===== src/rtl/vga_timing_gen_if.sv =====
// Pixel-side bundle between the VGA timing generator and the overlay that
// consumes its counters and returns a pixel colour.
interface vga_timing_gen_if;
    logic        pix_en;
    logic [11:0] din;
    logic [9:0]  h_count;
    logic [9:0]  v_count;
    logic        hs;
    logic        vs;
    logic [3:0]  r;
    logic [3:0]  g;
    logic [3:0]  b;
    logic        video_on;
    logic        frame_start;

    // master: the timing generator; slave: the overlay / board driver side
    modport master (
        input  pix_en, din,
        output h_count, v_count, hs, vs, r, g, b, video_on, frame_start
    );
    modport slave (
        output pix_en, din,
        input  h_count, v_count, hs, vs, r, g, b, video_on, frame_start
    );
endinterface


===== src/rtl/vga_timing_gen.sv =====
// 640x480@60 VGA timing: free-running counters, registered active-low syncs
// and a registered, blanked 12-bit RGB stage, all advancing on pix_en.
module vga_timing_gen #(
    parameter int unsigned H_SYNC  = 96,
    parameter int unsigned H_BACK  = 48,
    parameter int unsigned H_DISP  = 640,
    parameter int unsigned H_FRONT = 16,
    parameter int unsigned V_SYNC  = 2,
    parameter int unsigned V_BACK  = 33,
    parameter int unsigned V_DISP  = 480,
    parameter int unsigned V_FRONT = 10
) (
    input logic              clk,
    input logic              rst_n,
    vga_timing_gen_if.master vga
);

    localparam int unsigned H_TOTAL = H_SYNC + H_BACK + H_DISP + H_FRONT;
    localparam int unsigned V_TOTAL = V_SYNC + V_BACK + V_DISP + V_FRONT;

    localparam logic [9:0] HLast    = 10'(H_TOTAL - 1);
    localparam logic [9:0] VLast    = 10'(V_TOTAL - 1);
    localparam logic [9:0] HSyncEnd = 10'(H_SYNC);
    localparam logic [9:0] VSyncEnd = 10'(V_SYNC);
    // Window opens one pixel early to absorb the overlay's registered font fetch.
    localparam logic [9:0] HVisLo   = 10'(H_SYNC + H_BACK - 1);
    localparam logic [9:0] HVisHi   = 10'(H_SYNC + H_BACK - 1 + H_DISP);
    localparam logic [9:0] VVisLo   = 10'(V_SYNC + V_BACK);
    localparam logic [9:0] VVisHi   = 10'(V_SYNC + V_BACK + V_DISP);

    logic [9:0]  h_q, h_d;
    logic [9:0]  v_q, v_d;
    logic        hs_q, hs_d;
    logic        vs_q, vs_d;
    logic [11:0] rgb_q, rgb_d;
    logic        video_on_q, video_on_d;
    logic        frame_start_q, frame_start_d;
    logic        vis;

    assign vis = (h_q >= HVisLo) && (h_q < HVisHi) && (v_q >= VVisLo) && (v_q < VVisHi);

    always_comb begin
        h_d           = h_q;
        v_d           = v_q;
        hs_d          = hs_q;
        vs_d          = vs_q;
        rgb_d         = rgb_q;
        video_on_d    = video_on_q;
        frame_start_d = frame_start_q;
        if (vga.pix_en) begin
            if (h_q == HLast) begin
                h_d = '0;
                v_d = (v_q == VLast) ? '0 : v_q + 10'd1;
            end else begin
                h_d = h_q + 10'd1;
            end
            hs_d          = !(h_q < HSyncEnd);
            vs_d          = !(v_q < VSyncEnd);
            video_on_d    = vis;
            rgb_d         = vis ? vga.din : 12'h000;
            frame_start_d = (h_q == '0) && (v_q == '0);
        end
    end

    always_ff @(posedge clk or negedge rst_n) begin
        if (!rst_n) begin
            h_q           <= '0;
            v_q           <= '0;
            hs_q          <= 1'b1;
            vs_q          <= 1'b1;
            rgb_q         <= '0;
            video_on_q    <= 1'b0;
            frame_start_q <= 1'b0;
        end else begin
            h_q           <= h_d;
            v_q           <= v_d;
            hs_q          <= hs_d;
            vs_q          <= vs_d;
            rgb_q         <= rgb_d;
            video_on_q    <= video_on_d;
            frame_start_q <= frame_start_d;
        end
    end

    assign vga.h_count     = h_q;
    assign vga.v_count     = v_q;
    assign vga.hs          = hs_q;
    assign vga.vs          = vs_q;
    assign vga.r           = rgb_q[11:8];
    assign vga.g           = rgb_q[7:4];
    assign vga.b           = rgb_q[3:0];
    assign vga.video_on    = video_on_q;
    assign vga.frame_start = frame_start_q;

endmodule


===== src/flat_wrapper.sv =====
// flat-port wrapper written by rule: the top's interface ports become plain ports
module vga_timing_gen_flat 
#(
    parameter int unsigned H_SYNC  = 96,
    parameter int unsigned H_BACK  = 48,
    parameter int unsigned H_DISP  = 640,
    parameter int unsigned H_FRONT = 16,
    parameter int unsigned V_SYNC  = 2,
    parameter int unsigned V_BACK  = 33,
    parameter int unsigned V_DISP  = 480,
    parameter int unsigned V_FRONT = 10
)
  (clk, rst_n, vga_pix_en, vga_din, vga_h_count, vga_v_count, vga_hs, vga_vs, vga_r, vga_g, vga_b, vga_video_on, vga_frame_start);
  vga_timing_gen_if vga_i ();
  input logic clk;
  input logic rst_n;
  input wire logic [$bits(vga_i.pix_en)-1:0] vga_pix_en;
  input wire logic [$bits(vga_i.din)-1:0] vga_din;
  output wire logic [$bits(vga_i.h_count)-1:0] vga_h_count;
  output wire logic [$bits(vga_i.v_count)-1:0] vga_v_count;
  output wire logic [$bits(vga_i.hs)-1:0] vga_hs;
  output wire logic [$bits(vga_i.vs)-1:0] vga_vs;
  output wire logic [$bits(vga_i.r)-1:0] vga_r;
  output wire logic [$bits(vga_i.g)-1:0] vga_g;
  output wire logic [$bits(vga_i.b)-1:0] vga_b;
  output wire logic [$bits(vga_i.video_on)-1:0] vga_video_on;
  output wire logic [$bits(vga_i.frame_start)-1:0] vga_frame_start;
  assign vga_i.pix_en = vga_pix_en;
  assign vga_i.din = vga_din;
  assign vga_h_count = vga_i.h_count;
  assign vga_v_count = vga_i.v_count;
  assign vga_hs = vga_i.hs;
  assign vga_vs = vga_i.vs;
  assign vga_r = vga_i.r;
  assign vga_g = vga_i.g;
  assign vga_b = vga_i.b;
  assign vga_video_on = vga_i.video_on;
  assign vga_frame_start = vga_i.frame_start;
  vga_timing_gen #(.H_SYNC(H_SYNC), .H_BACK(H_BACK), .H_DISP(H_DISP), .H_FRONT(H_FRONT), .V_SYNC(V_SYNC), .V_BACK(V_BACK), .V_DISP(V_DISP), .V_FRONT(V_FRONT)) u_core (.clk(clk), .rst_n(rst_n), .vga(vga_i));
endmodule

===== config.mk =====
export PLATFORM = sky130hd
export DESIGN_NAME = vga_timing_gen_flat
export DESIGN_NICKNAME = d
export VERILOG_FILES = /design/src/rtl/vga_timing_gen_if.sv /design/src/rtl/vga_timing_gen.sv /design/src/flat_wrapper.sv
export SDC_FILE = /design/constraint.sdc
export NUM_CORES = 1
export LEC_CHECK = 0
export ABC_CLOCK_PERIOD_IN_PS = 2630
export CORE_MARGIN = 4
export CORE_UTILIZATION = 30
export CTS_BUF_LIST = sky130_fd_sc_hd__clkbuf_2 sky130_fd_sc_hd__clkbuf_4 sky130_fd_sc_hd__clkbuf_8
export CTS_CLUSTER_DIAMETER = 150
export DETAILED_ROUTE_END_ITERATION = 8
export HOLD_SLACK_MARGIN = 0.12
export SETUP_SLACK_MARGIN = 0.15
export SKIP_CTS_REPAIR_TIMING = 1
export SLEW_MARGIN = 20
export SYNTH_ARGS = -nofsm -noshare
export SYNTH_HDL_FRONTEND = slang
export SYNTH_SLANG_ARGS = --single-unit

===== constraint.sdc =====
create_clock -name clk -period 2.63 [get_ports clk]
set_input_delay 0.3945 -clock clk [delete_from_list [all_inputs] [get_ports clk]]
set_output_delay 0.3945 -clock clk [all_outputs]
set_load 0.03 [all_outputs]

==> metrics.txt <==
result of the run finished, final reports clean; # rows 27; final number of max-transition violations 0; wl on met1 1900 um; filler instances 548; standard cell area after detailed placement 2341 um2; register area share after synthesis 0.5157; vias after detailed routing approximately 1,400; CTS Root Cell clkbuf_8; post-DR wirelength/cell 14.08 um; Final HPWL DP roughly 2900 um; total clock buffers created by CTS 5; kind of cell adding the most delay to the critical path simple AND/OR/NAND/NOR gates; total I/O pin count 51; clock sink total 36; Worst Skew 8.380 ps; final-layout setup total negative slack 0 ps; post-synthesis instance area 1752 um2; Detail Route met3 WL 334 um; capturing element type of the critical path register; die span in y 84.41 um; Yosys warning count 0; initial antenna violation count 0; Worst EP required 2850 ps; uppermost routed layer met4; Hold Vio Cnt, Final 0; Max Buffers Root-to-Sink 2; share of power burned in the clock network 0.255; Peak Freq 468.7 MHz; length of the first detailed-routing pass in iterations 4; sequence of cells on the critical path or4_4 > or3_4 > a32oi_4 > a32o_1; post-synthesis cell count 161; GRT Util Overall 0.1221; wire length of the first global-routing pass just over 7000 um; DIE AREA 7125 um2; TritonCTS clock tree yes; portion of total power attributed to sequential cells 0.396; Chip Width approximately 84 um; vias per cell 4.952; crit path max-delay cell type or4_4; Tmin final 2134 ps; share of layout cells above drive strength 1 0.1009; footprint of the multi-input gates 768.2 um2; total area of sequential cells 903.4 um2; peak supply drop between 0.4 and 0.5 mV; worst min path class reg2reg; Worst Max-Slew Pin Slew 505.5 ps; pin count of the biggest net entering global routing 37; max incr delay on CP a little under 600 ps; period utilisation layout 0.8113; net switching power figure 0.0006660 W; initial detailed-routing violation count 89; ant diodes 0; Slew Limit Headroom 0.6626; unrepaired setup endpoints after global routing false; maximum fanout along the worst path 13; routability congestion estimate 0.7749; Pint 0.001236 W; clock-pin slew reported for the worst setup and hold paths after clock tree synthesis 80 ps; detailed-route DRC error count 0; total setup violations reported at the end of the flow 0; Net Sw Frac 0.3502; summed area of non-filler cells in the final layout about 2500 um2; Max-Cap Viols 0; antenna violation net count after detailed routing 0; worst endpoint data arrival time between 2000 and 2500 ps; filler-free cell count of the finished design 290; combinational share of power 0.349; WL final 4083 um; net count after synthesis 180; H-tree depth reported by CTS 2; met2 wirelength from detailed routing 1813 um; post-synth cell types 39; Setup Crit Path Kind reg2reg; post-layout net count 236; overflow left after global routing 0; leak pwr 0.9891 nW; core area approximately 5600 um2; Port Buffers 50; Cells after DPL around 280; clock latency on the worst-skew pair 290 ps; number of global-route vias before repair roughly 1,400; Total Power Consumption 0.001902 W; number of register bits inferred by synthesis 36; average cell area after synthesis between 10 and 15 um2; initial standard-cell utilization of the core 0.3143; number of buffers and inverters on the critical path 0; Cell Pwr Density between 700 and 800 nW/um2; element type at the critical path start register; Area Overhead vs Synth 40.00%
-- stage by stage --
| step | setup slack (ps) | utilization | hold slack (ps) |
|---|---|---|---|
| 2_1_floorplan | 525.0 | - | 98.91 |
| 3_3_place_gp | 259.4 | 0.4200 | 471.4 |
| 3_5_place_dp | 203.7 | 0.4200 | 479.0 |
| 4_1_cts | 458.4 | 0.4400 | 497.5 |
| 5_1_grt | 317.0 | 0.4400 | 525.0 |
| 6_report | 496.4 | 0.4400 | 491.4 |
-- flip-flops by register name, indices dropped and copies added, names as in the netlist --
signal / count
u_core.vga.v_count: 10
u_core.vga.vs: 1
u_core.vga.video_on: 1
u_core.vga.h_count: 10
u_core.vga.hs: 1
u_core.rgb_q: 12
u_core.vga.frame_start: 1
-- per-layer routing --
metal,global-route usage,vias up
met1,0.1635,679
met3,0.05005,5
li1,-,711
met4,0.03885,0
met2,0.1801,41
met5,0,-
-- power by group through the flow --
| stage | Clock [W] | Combinational (W) | Sequential, W |
|---|---|---|---|
| after floorplan | 0 | 0.000165 | 0.000959 |
| after detailed placement | 0 | 0.000669 | 0.000762 |
| after CTS | 0.000500 | 0.000672 | 0.000756 |
| final | 0.000485 | 0.000663 | 0.000753 |
| after global placement | 0 | 0.000673 | 0.000761 |
| after global routing | 0.000519 | 0.000716 | 0.000774 |
-- synth_stat cells --
cell type   n  area share
nor2_1      8       0.017
a41oi_1     1      0.0050
a221oi_1    1      0.0050
and4bb_2    1      0.0071
o22ai_1     1      0.0036
ha_1        4       0.029
nand4_1     3       0.011
a21oi_1     5       0.014
xnor2_1     6       0.030
buf_6       2       0.013
nor4_2      1      0.0071
mux2i_1     1      0.0057
a22o_1      1      0.0050
or4_4       1      0.0064
inv_1      11       0.024
or4bb_2     1      0.0071
and3_1      1      0.0036
nand3_1     8       0.023
or3_1       8       0.029
or4b_1      1      0.0057
nor4_1      3       0.011
dfrtp_1    34        0.49
nand2_1    10       0.021
o41ai_1     1      0.0050
a32o_1     12       0.069
o31ai_1     1      0.0043
o21ai_0    11       0.031
dfstp_2     2       0.030
or2_2       1      0.0036
nor3_1      6       0.017
or4bb_1     1      0.0064
and4_1      1      0.0050
buf_2       1      0.0029
a21boi_0    1      0.0043
clkbuf_1    3      0.0064
a32oi_4     1       0.016
nor4b_1     1      0.0050
xor2_1      4       0.020
or3_4       1      0.0064
-- path summary, 6_finish.rpt --
| kind | start | to | slack, ps | depth (start not counted) |
|---|---|---|---|---|
| setup reg to reg | u_core.vga.v_count[4] | u_core.rgb_q[7] | 500 | 4 |
| hold reg to reg | u_core.rgb_q[11] | u_core.rgb_q[11] | 490 | 1 |
| max in group asynchronous | rst_n | u_core.vga.vs | 1780 | 2 |
| setup / recovery | u_core.vga.v_count[4] | u_core.rgb_q[7] | 500 | 4 |
| hold / removal | u_core.rgb_q[11] | u_core.rgb_q[11] | 490 | 1 |
| min in group asynchronous | rst_n | u_core.rgb_q[11] | 510 | 2 |
-- final cells by class --
class                      count  share of cell area
clock buffer                   5             0.02806
clock inverter                 3             0.01735
inverter                      11             0.01684
multi-input combinational    108              0.3133
sequential                    36              0.3684
tap                           72             0.03673
timing repair buffer          55              0.2194
-- layout by cell type, fill, tap and decap left out, types with 2 or more instances in the layout --
cell type / count
a21oi_1: 5
a32o_1: 12
buf_4: 5
clkbuf_8: 5
clkdlybuf4s50_1: 50
dfrtp_1: 34
dfstp_2: 2
ha_1: 4
inv_1: 11
nand2_1: 10
nand3_1: 8
nand4_1: 3
nor2_1: 8
nor3_1: 6
nor4_1: 3
o21ai_0: 11
or3_1: 8
xnor2_1: 6
xor2_1: 4
-- worst register-to-register path, cell delays in order, from the launching register on --
cell     delay (ps)
dfrtp_1         480
or4_4           590
or3_4           350
a32oi_4         410
a32o_1          230
-- cells by family after synthesis --
logic type	share of synthesized area
adder cells (fa/ha/maj)	0.02857
AO/OA/AOI/OAI	0.1622
buffers and inverters	0.04571
flip-flops	0.5157
AND/OR/NAND/NOR	0.1922
XOR/XNOR	0.05000
multiplexers	0.005715
(Power assumes the default switching activity.)
